File: src/rtl/multicycle_control.sv
// ============================================================================
// multicycle_control
// ----------------------------------------------------------------------------
// Multi-cycle LEGv8 control unit. Walks each instruction through
// FETCH / DECODE / EXEC / ADDR / MEM / WB / BRANCH and drives the datapath
// strobes for the current state. A sticky TRAP state captures illegal opcodes
// and memory handshake timeouts; it is left only through reset.
//
// Ports
//   clk           in   system clock, rising edge
//   reset         in   asynchronous, active-high reset
//   opcode        in   instruction[31:21]; sampled in DECODE only
//   zero          in   ALU zero flag; used in BRANCH
//   mem_ready     in   memory completes the current request this cycle
//   stall         in   freeze request (holds state, zeroes controls)
//   pc_write      out  PC load strobe
//   ir_write      out  instruction register load strobe
//   reg2_loc      out  register-file read port 2 selects Rt
//   uncondbranch  out  unconditional branch
//   branch        out  conditional branch
//   mem_read      out  memory read request
//   mem_write     out  memory write request
//   mem_to_reg    out  write-back data comes from memory
//   alu_src       out  ALU operand B comes from the immediate
//   reg_write     out  register-file write enable
//   alu_op        out  00 add, 01 pass-B/compare, 10 funct decode
//   state         out  current state encoding (debug)
//   illegal       out  sticky trap: bad opcode
//   mem_timeout   out  sticky trap: memory handshake timeout
// ============================================================================
module multicycle_control #(
    parameter int OPCODE_WIDTH = 11,
    parameter int MEM_TIMEOUT  = 15,
    parameter bit ENABLE_IMM   = 1'b1
) (
    input  logic                    clk,
    input  logic                    reset,
    input  logic [OPCODE_WIDTH-1:0] opcode,
    input  logic                    zero,
    input  logic                    mem_ready,
    input  logic                    stall,
    output logic                    pc_write,
    output logic                    ir_write,
    output logic                    reg2_loc,
    output logic                    uncondbranch,
    output logic                    branch,
    output logic                    mem_read,
    output logic                    mem_write,
    output logic                    mem_to_reg,
    output logic                    alu_src,
    output logic                    reg_write,
    output logic [1:0]              alu_op,
    output logic [2:0]              state,
    output logic                    illegal,
    output logic                    mem_timeout
);

    // ------------------------------------------------------------------------
    // Types
    // ------------------------------------------------------------------------
    typedef enum logic [2:0] {
        S_FETCH  = 3'd0,
        S_DECODE = 3'd1,
        S_EXEC   = 3'd2,
        S_ADDR   = 3'd3,
        S_MEM    = 3'd4,
        S_WB     = 3'd5,
        S_BRANCH = 3'd6,
        S_TRAP   = 3'd7
    } state_t;

    typedef enum logic [2:0] {
        C_RTYPE,
        C_ITYPE,
        C_LDUR,
        C_STUR,
        C_CBZ,
        C_CBNZ,
        C_B,
        C_ILLEGAL
    } iclass_t;

    localparam logic [1:0] ALU_ADD   = 2'b00;
    localparam logic [1:0] ALU_PASSB = 2'b01;
    localparam logic [1:0] ALU_FUNCT = 2'b10;

    // Wait counter is 8 bits wide, enough for the largest legal timeout (255).
    localparam logic [7:0] TIMEOUT_CNT = 8'(MEM_TIMEOUT);

    // ------------------------------------------------------------------------
    // Opcode classification
    // ------------------------------------------------------------------------
    // Ranged classes are matched on their fixed upper bits:
    //   ADDI 488-489 / SUBI 688-689 -> op[10:1]
    //   CBZ 5A0-5A7 / CBNZ 5A8-5AF  -> op[10:3]
    //   B 0A0-0BF                   -> op[10:5]
    function automatic iclass_t classify(input logic [10:0] op);
        iclass_t cls;
        cls = C_ILLEGAL;
        if (op == 11'h458 || op == 11'h658 || op == 11'h450 || op == 11'h550) begin
            cls = C_RTYPE;
        end else if (ENABLE_IMM && (op[10:1] == 10'h244 || op[10:1] == 10'h344)) begin
            cls = C_ITYPE;
        end else if (op == 11'h7C2) begin
            cls = C_LDUR;
        end else if (op == 11'h7C0) begin
            cls = C_STUR;
        end else if (op[10:3] == 8'hB4) begin
            cls = C_CBZ;
        end else if (op[10:3] == 8'hB5) begin
            cls = C_CBNZ;
        end else if (op[10:5] == 6'h05) begin
            cls = C_B;
        end
        return cls;
    endfunction

    // ------------------------------------------------------------------------
    // Registers and decode wires
    // ------------------------------------------------------------------------
    state_t      r_state;
    logic [7:0]  r_wait_cnt;
    logic [10:0] r_opcode;
    logic        r_illegal;
    logic        r_mem_timeout;

    logic [10:0] w_opcode_live;
    iclass_t     w_cls_live;
    iclass_t     w_cls;
    logic        w_wait_expired;

    assign w_opcode_live  = opcode[OPCODE_WIDTH-1 -: 11];
    assign w_cls_live     = classify(w_opcode_live);
    assign w_cls          = classify(r_opcode);
    assign w_wait_expired = (r_wait_cnt == TIMEOUT_CNT);

    // ------------------------------------------------------------------------
    // State machine
    // ------------------------------------------------------------------------
    // The counter is cleared on every entry to FETCH or MEM and advances once
    // per cycle spent waiting there. When it has reached TIMEOUT_CNT and
    // mem_ready is still low, the unit traps; a ready on that same cycle
    // completes normally. A stall freezes everything, which in TRAP is
    // indistinguishable from the normal hold.
    // NOTE: sequential state uses non-blocking assignments so every register
    // samples the pre-edge values, independent of statement order.
    always_ff @(posedge clk or posedge reset) begin
        if (reset) begin
            r_state       <= S_FETCH;
            r_wait_cnt    <= 8'd0;
            r_opcode      <= 11'd0;
            r_illegal     <= 1'b0;
            r_mem_timeout <= 1'b0;
        end else if (!stall) begin
            case (r_state)
                S_FETCH: begin
                    if (mem_ready) begin
                        r_state <= S_DECODE;
                    end else if (w_wait_expired) begin
                        r_state       <= S_TRAP;
                        r_mem_timeout <= 1'b1;
                    end else begin
                        r_wait_cnt <= r_wait_cnt + 8'd1;
                    end
                end

                S_DECODE: begin
                    r_opcode <= w_opcode_live;
                    case (w_cls_live)
                        C_RTYPE, C_ITYPE:  r_state <= S_EXEC;
                        C_LDUR, C_STUR:    r_state <= S_ADDR;
                        C_CBZ, C_CBNZ, C_B: r_state <= S_BRANCH;
                        default: begin
                            r_state   <= S_TRAP;
                            r_illegal <= 1'b1;
                        end
                    endcase
                end

                S_EXEC: begin
                    r_state <= S_WB;
                end

                S_ADDR: begin
                    r_state    <= S_MEM;
                    r_wait_cnt <= 8'd0;
                end

                S_MEM: begin
                    if (mem_ready) begin
                        if (w_cls == C_LDUR) begin
                            r_state <= S_WB;
                        end else begin
                            r_state    <= S_FETCH;
                            r_wait_cnt <= 8'd0;
                        end
                    end else if (w_wait_expired) begin
                        r_state       <= S_TRAP;
                        r_mem_timeout <= 1'b1;
                    end else begin
                        r_wait_cnt <= r_wait_cnt + 8'd1;
                    end
                end

                S_WB, S_BRANCH: begin
                    r_state    <= S_FETCH;
                    r_wait_cnt <= 8'd0;
                end

                default: begin
                    // TRAP: held until reset.
                    r_state <= S_TRAP;
                end
            endcase
        end
    end

    // ------------------------------------------------------------------------
    // Control decode
    // ------------------------------------------------------------------------
    // Strobes are decoded from the registered state and latched opcode, but
    // the FETCH handshake strobes follow mem_ready and the conditional-branch
    // PC load follows zero within the same cycle, so this stays combinational
    // rather than registered. Reset and stall both force every strobe low.
    // NOTE: every output gets a default before the case so no path leaves a
    // signal unassigned, which would otherwise infer a latch.
    always_comb begin
        pc_write     = 1'b0;
        ir_write     = 1'b0;
        reg2_loc     = 1'b0;
        uncondbranch = 1'b0;
        branch       = 1'b0;
        mem_read     = 1'b0;
        mem_write    = 1'b0;
        mem_to_reg   = 1'b0;
        alu_src      = 1'b0;
        reg_write    = 1'b0;
        alu_op       = ALU_ADD;

        if (!reset && !stall) begin
            case (r_state)
                S_FETCH: begin
                    mem_read = 1'b1;
                    if (mem_ready) begin
                        ir_write = 1'b1;
                        pc_write = 1'b1;
                        alu_op   = ALU_ADD;
                    end
                end

                S_EXEC: begin
                    alu_op  = ALU_FUNCT;
                    alu_src = (w_cls == C_ITYPE);
                end

                S_ADDR: begin
                    alu_src  = 1'b1;
                    alu_op   = ALU_ADD;
                    reg2_loc = (w_cls == C_STUR);
                end

                S_MEM: begin
                    if (w_cls == C_STUR) begin
                        mem_write = 1'b1;
                        reg2_loc  = 1'b1;
                    end else begin
                        mem_read = 1'b1;
                    end
                end

                S_WB: begin
                    reg_write  = 1'b1;
                    mem_to_reg = (w_cls == C_LDUR);
                end

                S_BRANCH: begin
                    if (w_cls == C_B) begin
                        uncondbranch = 1'b1;
                        pc_write     = 1'b1;
                    end else begin
                        reg2_loc = 1'b1;
                        branch   = 1'b1;
                        alu_op   = ALU_PASSB;
                        pc_write = (w_cls == C_CBNZ) ? ~zero : zero;
                    end
                end

                default: begin
                    // DECODE and TRAP drive no controls.
                end
            endcase
        end
    end

    assign state       = r_state;
    assign illegal     = r_illegal;
    assign mem_timeout = r_mem_timeout;

endmodule

File: config.mk
export PLATFORM = sky130hd
export DESIGN_NAME = multicycle_control
export DESIGN_NICKNAME = d
export VERILOG_FILES = /design/src/rtl/multicycle_control.sv
export SDC_FILE = /design/constraint.sdc
export NUM_CORES = 1
export LEC_CHECK = 0
export ABC_AREA = 1
export BUFFER_PORTS_ARGS = -buffer_cell sky130_fd_sc_hd__buf_2
export CAP_MARGIN = 5
export CORE_UTILIZATION = 50
export DETAILED_ROUTE_END_ITERATION = 8
export GPL_TIMING_DRIVEN = 1
export PLACE_DENSITY = 0.73
export SYNTH_ARGS = -nofsm -noshare
export SYNTH_HDL_FRONTEND = slang
export SYNTH_SLANG_ARGS = --single-unit
File: constraint.sdc
create_clock -name clk -period 4.15 [get_ports clk]
set_input_delay 0.415 -clock clk [delete_from_list [all_inputs] [get_ports clk]]
set_output_delay 0.415 -clock clk [all_outputs]
set_load 0.01 [all_outputs]
* Word level (Yosys, flattened, before mapping) *
Index checks and enable logic that the tools add are counted.

word-level totals
  logic and storage cells = 132
  bits in registers = 24
  bits of input ports = 16
  output and inout bits = 17

cells by class
  add/subtract/negate cells = 1
  reductions and logical operators = 25
  equal/unequal tests = 42
  muxes and demuxes = 55
  bitwise gates (word level) = 4

operators with widths
  operator              number
  $eq 11x11->1 const B  12
  $eq 10x10->1 const B  4
  $mux 3                12
  $eq 8x8->1 const B    4
  $mux 8                4
  $mux 1                26
  $eq 3x3->1 const B    8
  $pmux 8 s3            1
  $eq 3x2->1 const B    6
  $pmux 3 s6            1
  $eq 6x3->1 const B    2
  $mux 2                5
  $eq 3x1->1 const B    3
  $pmux 3 s3            1
  $add 8x1->8 const B   1
  $eq 8x4->1 const B    1
  $logic_or 1x1->1      8
  $reduce_and 4->1      2
  $reduce_or 2->1       4
  $reduce_or 7->1       1
  $logic_not 3->1       2
  $pmux 1 s2            3
  $reduce_or 3->1       2
  $not 1->1             4
  other kinds (9)       10

* Depth between registers and ports, before layout *
  depth after elaboration = 13
  depth in mapped cells = 10
  mapped depth without buffers = 10

* Worst setup path before layout *
Ideal clock, no wire load.

  path kind = reg2out
  start point = register r_state[1], in the netlist state[1]
  end point = output pc_write
  data required time = 3.735 ns
  stages on the path, launching flop included = 6
  arrival time = 1.314 ns
  path slack = 2.421 ns
  buffers on the path = 0
  cells stage by stage = dfrtp_1 -> nor2_2 -> inv_2 -> nor3_2 -> inv_1 -> o21ai_0

between the ends
  cells in the longest elaborated chain, start to end = 3
  elaborated cells between the ends (all ways) = 4
  those cells by class = 1 x eq/ne; 2 x mux; 1 x reduce/logical

RTL lines
  what                                                  line  source
  start, declared                                       121   state_t r_state;
  start signal, assigned                                149   r_state <= S_FETCH;
  start signal, assigned                                158   r_state <= S_DECODE;
  start signal, assigned                                160   r_state <= S_TRAP;
  $eq 3x3->1 / $logic_not 3->1 (equally long branches)  241   case (r_state)
  $pmux 1 s2 (*)                                        241
  $mux 1 (*)                                            240   if (!reset && !stall) begin
  end, declared                                         42    output logic pc_write,

Mark *: on every way between the ends. The rest lies on a longest branch, timed or not.

* Worst setup path in the final report *
  start point = register r_state[2], in the netlist state[2]
  end point = output reg2_loc

between the ends
  cells in the longest elaborated chain, start to end = 3
  elaborated cells between the ends (all ways) = 5
  those cells by class = 3 x eq/ne; 2 x mux

RTL lines
  what                                             line  source
  $eq 3x3->1 / $eq 3x2->1 (equally long branches)  241
  $pmux 1 s3 (*)                                   241
  $mux 1 (*)                                       240
  end, declared                                    44    output logic reg2_loc,

Marks and branches as above.

==> impl_results.md <==
* Min-Delay Path Class: primary input to async pin
* Status: completed
* Synth unique cells at 35
* Post-CTS Resized at 0
* Fin Setup TNS at 0 ns
* Post-Syn Nets at 283
* Detail Route Antenna Nets at 0
* #FFs+latches synth at 24
* Vias in the first global route at 1,617
* Maximum vdd ir drop at 0.340 mV
* Post-Syn Instances at 266
* CTS Sinks at 24
* Largest net degree at the start of global routing at 25
* CP Class: flip-flop to output pin
* Wire length per cell at 11.8 um
* PnR worst setup slack at 1.90 ns
* IO buf count at 32
* First-pass GRT wire length at 7410 um
* DRC at 0
* Hold slack at 0.303 ns
* Worst setup SP type: flip-flop
* Max Root-Sink Buffers at 2
* GP Congestion at 0.905
* Slew Limit Fails at 0
* CTS clock-pin slew for the worst setup and hold paths at 0.14 ns
* Critical path data arrival time at 1.83 ns
* Skew final at 0.0119 ns
* Num CTS Buffers at 3
* Total power at 1090 uW
* Grt ovf at 0
* Num ports at 33
* Fraction of layout cells with a size suffix above 1 at 23.0%
* Overall routed net length at 4070 um
* Slew headroom at 36.4%
* Area Growth Syn to Fin at 13.1%
* Finished Layout Cells at 346
* N_diodes at 0
* CP Capture Type: output pin
* FF-to-FF setup slack at 2.52 ns
* Endpoints failing setup at 0
* Final min period at 2.25 ns
* Dpl cells at 342
* Initial antenna violation count at 0
* Avg Cell Area, Syn at 6.84 um2
* Max Fclk at 445 MHz
* HPWL Detailed at 3270 um
* First-pass DRT Iterations at 4
* Period utilisation layout at 54.1%
* PD cells at 528 nW/um2
* Place WS at 2.29 ns
* All-Layer GR Usage at 23.6%
* Layout fillers at 338
* Starting Density at 53.3%
* Via density at 5.15
* CTS tree: built
* Final hold violation count at 0
* DR iter-0 viols at 67
* FP Rows at 21
* H-tree depth at 1
* Setup repair after global routing missed its margin: false
* Worst Tran Pin Value at 0.953 ns
* Post-CTS Setup Repair Bufs at 0
* Vias at 1,782
* Max Fanout on Critical Path at 10
* MaxCap Viol Count at 0
* Later-pin clock latency in the skew report at 0.32 ns
* Req. time, crit path at 3.73 ns
* Core area at 3420 um2
* CTS Hold Buffers Added at 0
* Chip width at 62.3 um
* Most common cell after layout, fill and taps aside: nand2_1
* Die height at 62.3 um
* Sequential fraction of the synthesis area at 33.0%
* CTS root buffer: clkbuf_4
* Nets at 318
* Leading cell types in the layout, fill and taps excluded: nand2_1, inv_1, nor2_1
* Leak at 0.00111 uW
* Synthesized cell area at 1820 um2
* Yosys warning count at 0
* Die area at 3880 um2
[layer usage]
metal	global-route usage [%]	up-vias	wire length (um)
li1	-	927	-
met1	37.6	800	2200
met2	33.4	50	1630
met3	1.84	5	197
met4	7.56	0	46
met5	0	-	0
[worst max-delay path, stage by stage, from the launching register on]
cell     delay [ns]
dfrtp_1        0.62
inv_4          0.14
nor2_4         0.21
a21oi_1        0.07
o31ai_1        0.28
buf_2          0.18
[flip-flops by register name, summed over array words and instances, names as in the netlist]
| name | cells |
|---|---|
| state | 3 |
| r_wait_cnt | 8 |
| mem_timeout | 1 |
| r_opcode | 11 |
| illegal | 1 |
[cell usage after synthesis (all sizes together)]
master	number	area [um2]
o21bai	1	7.51
nand2	72	320
mux2	3	33.8
nand3	24	130
buf	2	16.3
nor2	37	149
dfrtp	24	601
nor3	14	96.4
o21ai	17	92.6
nor4	2	12.5
xor2	3	26.3
xnor2	2	17.5
and2	2	15.0
nand4	11	68.8
inv	42	168
a21oi	6	33.8
o31ai	1	7.51
ha	1	12.5
and3	1	6.26
clkinv	1	5.00
[final timing paths]
check                         startpoint  depth (start not counted)             to
max reg2reg                r_wait_cnt[1]                          9       state[0]
max                             state[2]                          5       reg2_loc
max in group asynchronous          reset                          2    r_opcode[8]
min reg2reg                      illegal                          2        illegal
min                                reset                          2  r_wait_cnt[2]
min in group clk               opcode[2]                          2    r_opcode[2]
[stage by stage]
stage / cell area, um2 / utilization, %
after floorplan: 1820 / -
after global placement: 2020 / 59.2
after detailed placement: 2020 / 59.2
after CTS: 2060 / 60.2
after global routing: 2060 / 60.2
final: 2060 / 60.2
[power breakdown]
part / internal, uW / switching, uW / total, uW / leakage (uW)
registers: 320 / 112 / 432 / 0.000303
clock network: 53.7 / 72.7 / 126 / 0.0000210
logic: 187 / 340 / 527 / 0.000786
total: 561 / 525 / 1090 / 0.00111
[logic make-up after synthesis]
group / share of synthesized area, %
fa+ha+maj: 0.688
flops: 33.0
compound gates: 7.77
xor+xnor: 2.41
buf+inv: 10.4
mux: 1.86
simple gates: 43.9
[cell type report]
class,count,area (um2),area share [%]
repair buffers,32,160,7.79
multi-input cells,197,1030,50.1
flip-flops and latches,24,601,29.2
well taps,46,57.6,2.80
clock buffers,4,36.3,1.76
inverters,43,173,8.39
Power figures use the tool's default switching activity.
